File: config.mk
export PLATFORM = sky130hd
export DESIGN_NAME = uart_tx_axis_fifo_flat
export DESIGN_NICKNAME = d
export VERILOG_FILES = /design/src/rtl/uart_tx_axis_fifo_if.sv /design/src/rtl/uart_tx_axis_fifo.sv /design/src/flat_wrapper.sv
export SDC_FILE = /design/constraint.sdc
export NUM_CORES = 1
export LEC_CHECK = 0
export BUFFER_PORTS_ARGS = -buffer_cell sky130_fd_sc_hd__buf_4
export CORE_MARGIN = 3
export CORE_UTILIZATION = 40
export CTS_CLUSTER_SIZE = 10
export DETAILED_ROUTE_END_ITERATION = 10
export MAX_ROUTING_LAYER = met4
export PLACE_DENSITY = 0.58
export SYNTH_ARGS = -nofsm -noshare
export SYNTH_HDL_FRONTEND = slang
export SYNTH_SLANG_ARGS = --single-unit
File: constraint.sdc
create_clock -name clk -period 7.49 [get_ports clk]
set_input_delay 0.749 -clock clk [delete_from_list [all_inputs] [get_ports clk]]
set_output_delay 0.749 -clock clk [all_outputs]
set_load 0.01 [all_outputs]
File: src/rtl/uart_tx_axis_fifo_if.sv
// AXI4-Stream byte/word channel feeding the UART transmitter.
// The master drives data and valid; the slave returns ready.
interface uart_tx_axis_fifo_if #(
    parameter int DATA_WIDTH = 8
);
    logic [DATA_WIDTH-1:0] tdata;
    logic                  tvalid;
    logic                  tready;

    modport master (output tdata, output tvalid, input tready);
    modport slave  (input tdata, input tvalid, output tready);
endinterface

File: src/rtl/uart_tx_axis_fifo.sv
// UART transmitter with an AXI4-Stream input, an elastic FIFO and per-frame latched config.
// Frame: start, DATA_WIDTH data bits LSB first, optional parity, one or two stop bits.
//
// state  | meaning
// IDLE   | line high; pops the FIFO head and starts a frame when non-empty
// START  | start bit (low) for one bit period
// DATA   | DATA_WIDTH data bits, LSB first
// PARITY | parity bit (even or odd) for one bit period
// STOP   | line high for one or two bit periods
module uart_tx_axis_fifo #(
    parameter int DATA_WIDTH = 8,
    parameter int FIFO_DEPTH = 16,
    parameter int PRESCALE_W = 16
) (
    input  logic                          clk,
    input  logic                          rst,
    uart_tx_axis_fifo_if.slave            s_axis,
    input  logic [PRESCALE_W-1:0]         prescale,
    input  logic [1:0]                    parity_mode,
    input  logic                          stop2,
    output logic                          txd,
    output logic                          busy,
    output logic [$clog2(FIFO_DEPTH):0]   fifo_level
);

    localparam int AW = $clog2(FIFO_DEPTH);
    localparam int LW = AW + 1;
    localparam int CW = PRESCALE_W + 3;
    localparam int BW = $clog2(DATA_WIDTH);
    localparam logic [LW-1:0] FULL     = LW'(FIFO_DEPTH);
    localparam logic [BW-1:0] LAST_BIT = BW'(DATA_WIDTH - 1);

    typedef enum logic [2:0] {IDLE, START, DATA, PARITY, STOP} state_t;
    state_t state, state_nxt;

    logic [DATA_WIDTH-1:0] mem [FIFO_DEPTH];
    logic [AW-1:0]         wr_ptr, rd_ptr;
    logic [LW-1:0]         level, level_nxt;
    logic                  ready, push, pop;

    logic [CW-1:0]         cnt;
    logic [DATA_WIDTH-1:0] shreg;
    logic [BW-1:0]         bit_idx;
    logic [PRESCALE_W-1:0] prescale_q;
    logic                  par_en_q, par_bit_q, stop2_q, second_stop;
    logic                  tick, shift, txd_nxt;

    // Reload value for the bit timer: max(p,1)*8 - 1 clocks.
    function automatic logic [CW-1:0] bit_len(input logic [PRESCALE_W-1:0] p);
        logic [CW-1:0] e;
        e = (p == '0) ? CW'(1) : CW'(p);
        return (e << 3) - CW'(1);
    endfunction

    assign s_axis.tready = ready;
    assign push          = s_axis.tvalid && ready;
    assign fifo_level    = level;
    assign busy          = (level != '0) || (state != IDLE);
    assign tick          = (cnt == '0);

    always_comb begin
        level_nxt = level;
        if (push && !pop)
            level_nxt = level + LW'(1);
        else if (!push && pop)
            level_nxt = level - LW'(1);
    end

    always_ff @(posedge clk) begin
        if (push)
            mem[wr_ptr] <= s_axis.tdata;
    end

    // Ready is registered from the next occupancy so it never depends on tvalid.
    always_ff @(posedge clk) begin
        if (rst) begin
            wr_ptr <= '0;
            rd_ptr <= '0;
            level  <= '0;
            ready  <= 1'b0;
        end else begin
            if (push)
                wr_ptr <= wr_ptr + AW'(1);
            if (pop)
                rd_ptr <= rd_ptr + AW'(1);
            level <= level_nxt;
            ready <= (level_nxt != FULL);
        end
    end

    always_ff @(posedge clk) begin
        if (rst)
            state <= IDLE;
        else
            state <= state_nxt;
    end

    always_comb begin
        state_nxt = state;
        case (state)
            IDLE:    if (level != '0) state_nxt = START;
            START:   if (tick) state_nxt = DATA;
            DATA:    if (tick && bit_idx == LAST_BIT) state_nxt = par_en_q ? PARITY : STOP;
            PARITY:  if (tick) state_nxt = STOP;
            STOP:    if (tick && (second_stop || !stop2_q)) state_nxt = IDLE;
            default: state_nxt = IDLE;
        endcase
    end

    always_comb begin
        pop     = 1'b0;
        shift   = 1'b0;
        txd_nxt = txd;
        case (state)
            IDLE: begin
                if (level != '0) begin
                    pop     = 1'b1;
                    txd_nxt = 1'b0;
                end
            end
            START: begin
                if (tick) begin
                    txd_nxt = shreg[0];
                    shift   = 1'b1;
                end
            end
            DATA: begin
                if (tick) begin
                    if (bit_idx == LAST_BIT) begin
                        txd_nxt = par_en_q ? par_bit_q : 1'b1;
                    end else begin
                        txd_nxt = shreg[0];
                        shift   = 1'b1;
                    end
                end
            end
            PARITY:  if (tick) txd_nxt = 1'b1;
            STOP:    txd_nxt = 1'b1;
            default: txd_nxt = 1'b1;
        endcase
    end

    // Config is captured at pop so mid-frame changes only affect the next frame.
    always_ff @(posedge clk) begin
        if (rst) begin
            txd         <= 1'b1;
            cnt         <= '0;
            shreg       <= '0;
            bit_idx     <= '0;
            prescale_q  <= '0;
            par_en_q    <= 1'b0;
            par_bit_q   <= 1'b0;
            stop2_q     <= 1'b0;
            second_stop <= 1'b0;
        end else begin
            txd <= txd_nxt;
            if (pop) begin
                shreg      <= mem[rd_ptr];
                prescale_q <= prescale;
                par_en_q   <= (parity_mode == 2'b01) || (parity_mode == 2'b10);
                par_bit_q  <= (^mem[rd_ptr]) ^ (parity_mode == 2'b10);
                stop2_q    <= stop2;
                cnt        <= bit_len(prescale);
            end else if (state != IDLE) begin
                cnt <= tick ? bit_len(prescale_q) : cnt - CW'(1);
            end
            if (shift)
                shreg <= shreg >> 1;
            if (state == START)
                bit_idx <= '0;
            else if (state == DATA && tick)
                bit_idx <= bit_idx + BW'(1);
            if (state != STOP)
                second_stop <= 1'b0;
            else if (tick)
                second_stop <= 1'b1;
        end
    end

endmodule

File: src/flat_wrapper.sv
// flat-port wrapper written by rule: the top's interface ports become plain ports
module uart_tx_axis_fifo_flat 
#(
    parameter int DATA_WIDTH = 8,
    parameter int FIFO_DEPTH = 16,
    parameter int PRESCALE_W = 16
)
  (clk, rst, prescale, parity_mode, stop2, txd, busy, fifo_level, s_axis_tdata, s_axis_tvalid, s_axis_tready);
  uart_tx_axis_fifo_if #(.DATA_WIDTH(DATA_WIDTH)) s_axis_i ();
  input  logic clk;
  input  logic rst;
  input  logic [PRESCALE_W-1:0] prescale;
  input  logic [1:0] parity_mode;
  input  logic stop2;
  output logic txd;
  output logic busy;
  output logic [$clog2(FIFO_DEPTH):0] fifo_level;
  input wire logic [$bits(s_axis_i.tdata)-1:0] s_axis_tdata;
  input wire logic [$bits(s_axis_i.tvalid)-1:0] s_axis_tvalid;
  output wire logic [$bits(s_axis_i.tready)-1:0] s_axis_tready;
  assign s_axis_i.tdata = s_axis_tdata;
  assign s_axis_i.tvalid = s_axis_tvalid;
  assign s_axis_tready = s_axis_i.tready;
  uart_tx_axis_fifo #(.DATA_WIDTH(DATA_WIDTH), .FIFO_DEPTH(FIFO_DEPTH), .PRESCALE_W(PRESCALE_W)) u_core (.clk(clk), .rst(rst), .s_axis(s_axis_i), .prescale(prescale), .parity_mode(parity_mode), .stop2(stop2), .txd(txd), .busy(busy), .fifo_level(fifo_level));
endmodule
==> metrics.txt <==
status=complete, no violations; ys async rst share=0; GRT Util Overall=0.176; Setup Skew=0.0158 ns; Post-synth EDFFs=128; DIE AREA=24,500 sq um; first-pass GRT wire length=32,300 um; switching share of power=0.381; Relative slew margins=0.403; placed cell areas=9590 sq um; hold crit path type=register to register; Max Transition Viols Final=0; max-capacitance violation count=0; DRT Pass-1 Iters=5; Avg Cell Area, Syn=12.1 sq um; Final #Nets=815; setup TNS=0 ns; DRC=0; Flop pwr share=0.388; Final setup violation count=0; #FFs+latches synth=200; Antenna Nets Post-Route=0; Int Power=0.00238 W; Antenna Cells=0; die height=156 um; Fill cells=1,954; peak supply drop=0.000186 V; Crit path required time=6.74 ns; Startpoint Class=register; Clock Tree Root=clkbuf_16; core area=22,000 sq um; synthesis-to-finish area growth=13.1%; Num CTS Buffers=17; H-tree levels=4; Vias/cell=5.65; WP depth=6; CP max stage cell=nor2_1; final hold violation count=0; post-synthesis sequential area ratio=0.584; worst slew pin tran=0.896 ns; initial core utilization=0.411; cell area after synthesis=9050 sq um; commonest cells after routing, fill and taps aside=128 x edfxtp_1, 97 x nand2_1, 70 x nor2_1, 70 x dfxtp_1, 48 x buf_4; Max clock buf depth=2; post_cts resized=0; Crit Path Max Fanout=9; grt ovf=0; IO Port Bufs=37; period utilisation layout=0.474; syn_nets=789; vias=6,019; combinational share of power=0.358; CP top delay family=simple AND/OR/NAND/NOR gates; CTS Hold Buffers Added=0; share of layout cells above drive strength 1=0.164; Pwr Density=376 nW/um^2; CTS Sinks=200; worst setup path endpoint=busy; total wire length=20,300 um; RSZ-0062 raised after global routing=no; initial antenna violation count=0; TritonCTS clock tree=yes; Worst setup startpoint=u_core.fifo_level[0]; Fmax=281 MHz; DIE WIDTH=156 um; vias in the first global route=5,903; largest net degree at the start of global routing=69; Lkg Pwr=3.52 nW; post-layout min period=3.55 ns; Iter 0 DRT Violations=451; Clock Power Share=0.254; Critical R2R Launch=u_core.cnt[0]; Reg2Reg Depth=9; crit path kind=register to output port; Reg2Reg Setup Slack=4.36 ns; P_sw=0.00147 W; Bufs and invs on worst path=2; Worst path max stage delay=0.56 ns; Critical Path Sink Type=output port; FF-to-FF End=u_core.state[2]; Netlist cell types=53; post-route design area=10,200 sq um; Syn. warnings=0; Hold Startpoint=u_core.stop2_q; setup bufs post-CTS=0; Site Rows=54; commonest non-fill, non-tap cell in the layout=edfxtp_1; hpwl dp=13,700 um; Worst Path Arrival=2.80 ns; crit path cell chain=inv_1, ha_1, or3b_2, nor2_1, nand2_1, buf_4; Top FF cell, synth=edfxtp_1; clock-pin slew on the worst setup and hold paths=0.08 ns; Mapped Cells=746; WL/cell=19.0 um; clock latency on the worst-skew pair=0.44 ns; Ports=38; RD Place Congestion=0.815
Yosys cell counts (12+ instances only):
cell      number  share of area
nand3_1       21          0.012
o211ai_1      19          0.016
xor2_1        27          0.026
dfxtp_1       72           0.16
nor2_1        71          0.029
mux2i_1       12          0.013
mux4_2        36          0.090
clkbuf_1      30          0.012
xnor2_1       20          0.019
nor3_1        22          0.012
edfxtp_1     128           0.42
a211oi_1      16          0.013
nand2_1       97          0.040
ha_1          13          0.018
a21oi_1       47          0.026
worst min-delay path by stage:
stage,end,depth (start not counted)
after floorplan,u_core.stop2_q,2
after global placement,u_core.shreg[6],2
after detailed placement,u_core.stop2_q,2
after CTS,u_core.stop2_q,2
after global routing,u_core.shreg[3],2
final,u_core.stop2_q,2
layer usage:
layer / part of all wire / up-vias / global-route usage
met5: 0 / - / -
li1: - / 2840 / -
met2: 0.49 / 154 / 0.281
met1: 0.44 / 2990 / 0.227
met4: 0.025 / 0 / 0.0667
met3: 0.041 / 35 / 0.0285
cell type report:
| cell class | instances | area [sq um] | share of cell area |
|---|---|---|---|
| Multi-Input combinational cell | 495 | 3560 | 0.348 |
| Sequential cell | 200 | 5290 | 0.517 |
| Inverter | 10 | 37.5 | 0.00367 |
| Clock inverter | 15 | 216 | 0.0211 |
| Tap cell | 280 | 350 | 0.0342 |
| Clock buffer | 17 | 425 | 0.0416 |
| Timing Repair Buffer | 48 | 360 | 0.0352 |
sequential cells by signal (all words and copies together), names as in the netlist, 4 cells and up, named ones only:
signal,flops
u_core.cnt,19
u_core.fifo_level,5
u_core.mem,128
u_core.prescale_q,16
u_core.rd_ptr,4
u_core.shreg,8
u_core.wr_ptr,4
cell families after synthesis:
kind of cell / Yosys count / share of synthesized area
muxes: 48 / 0.103
buffers and inverters: 51 / 0.0236
and+or+nand+nor: 269 / 0.139
xor gates and xnor gates: 48 / 0.0480
AOI/OAI and AO/OA: 117 / 0.0848
DFF: 200 / 0.584
adders and majority gates: 13 / 0.0180
worst reg2reg max path, cell delays in order (launching register included):
cell      delay, ns
dfxtp_1        0.36
inv_1          0.07
ha_1           0.20
or4b_4         0.51
or4_4          0.54
or4_4          0.66
o211a_1        0.19
a211oi_1       0.29
a41oi_1        0.15
nor2_1         0.10
power groups by stage:
stage                     combinational [W]  sequential (W)  clock, W
final                               0.00138         0.00149  0.000975
after global routing                0.00151         0.00151   0.00104
after global placement              0.00135         0.00151         0
after floorplan                     0.00106         0.00143         0
after CTS                           0.00138         0.00149  0.000996
after detailed placement            0.00137         0.00151         0
through the flow:
| step | util | instances | setup WS [ns] | hold slack, ns | total power, W |
|---|---|---|---|---|---|
| 6_report | 0.465 | 1065 | 3.94 | 0.490 | 0.00384 |
| 5_1_grt | 0.465 | 1065 | 3.77 | 0.510 | 0.00407 |
| 4_1_cts | 0.465 | 1065 | 3.95 | 0.493 | 0.00386 |
| 3_5_place_dp | 0.436 | 1033 | 4.18 | 0.481 | 0.00288 |
| 3_3_place_gp | 0.436 | 1033 | 4.30 | 0.459 | 0.00286 |
| 2_1_floorplan | - | 746 | 4.58 | 0.437 | 0.00250 |
No activity file was read; power rests on OpenSTA's default activity.
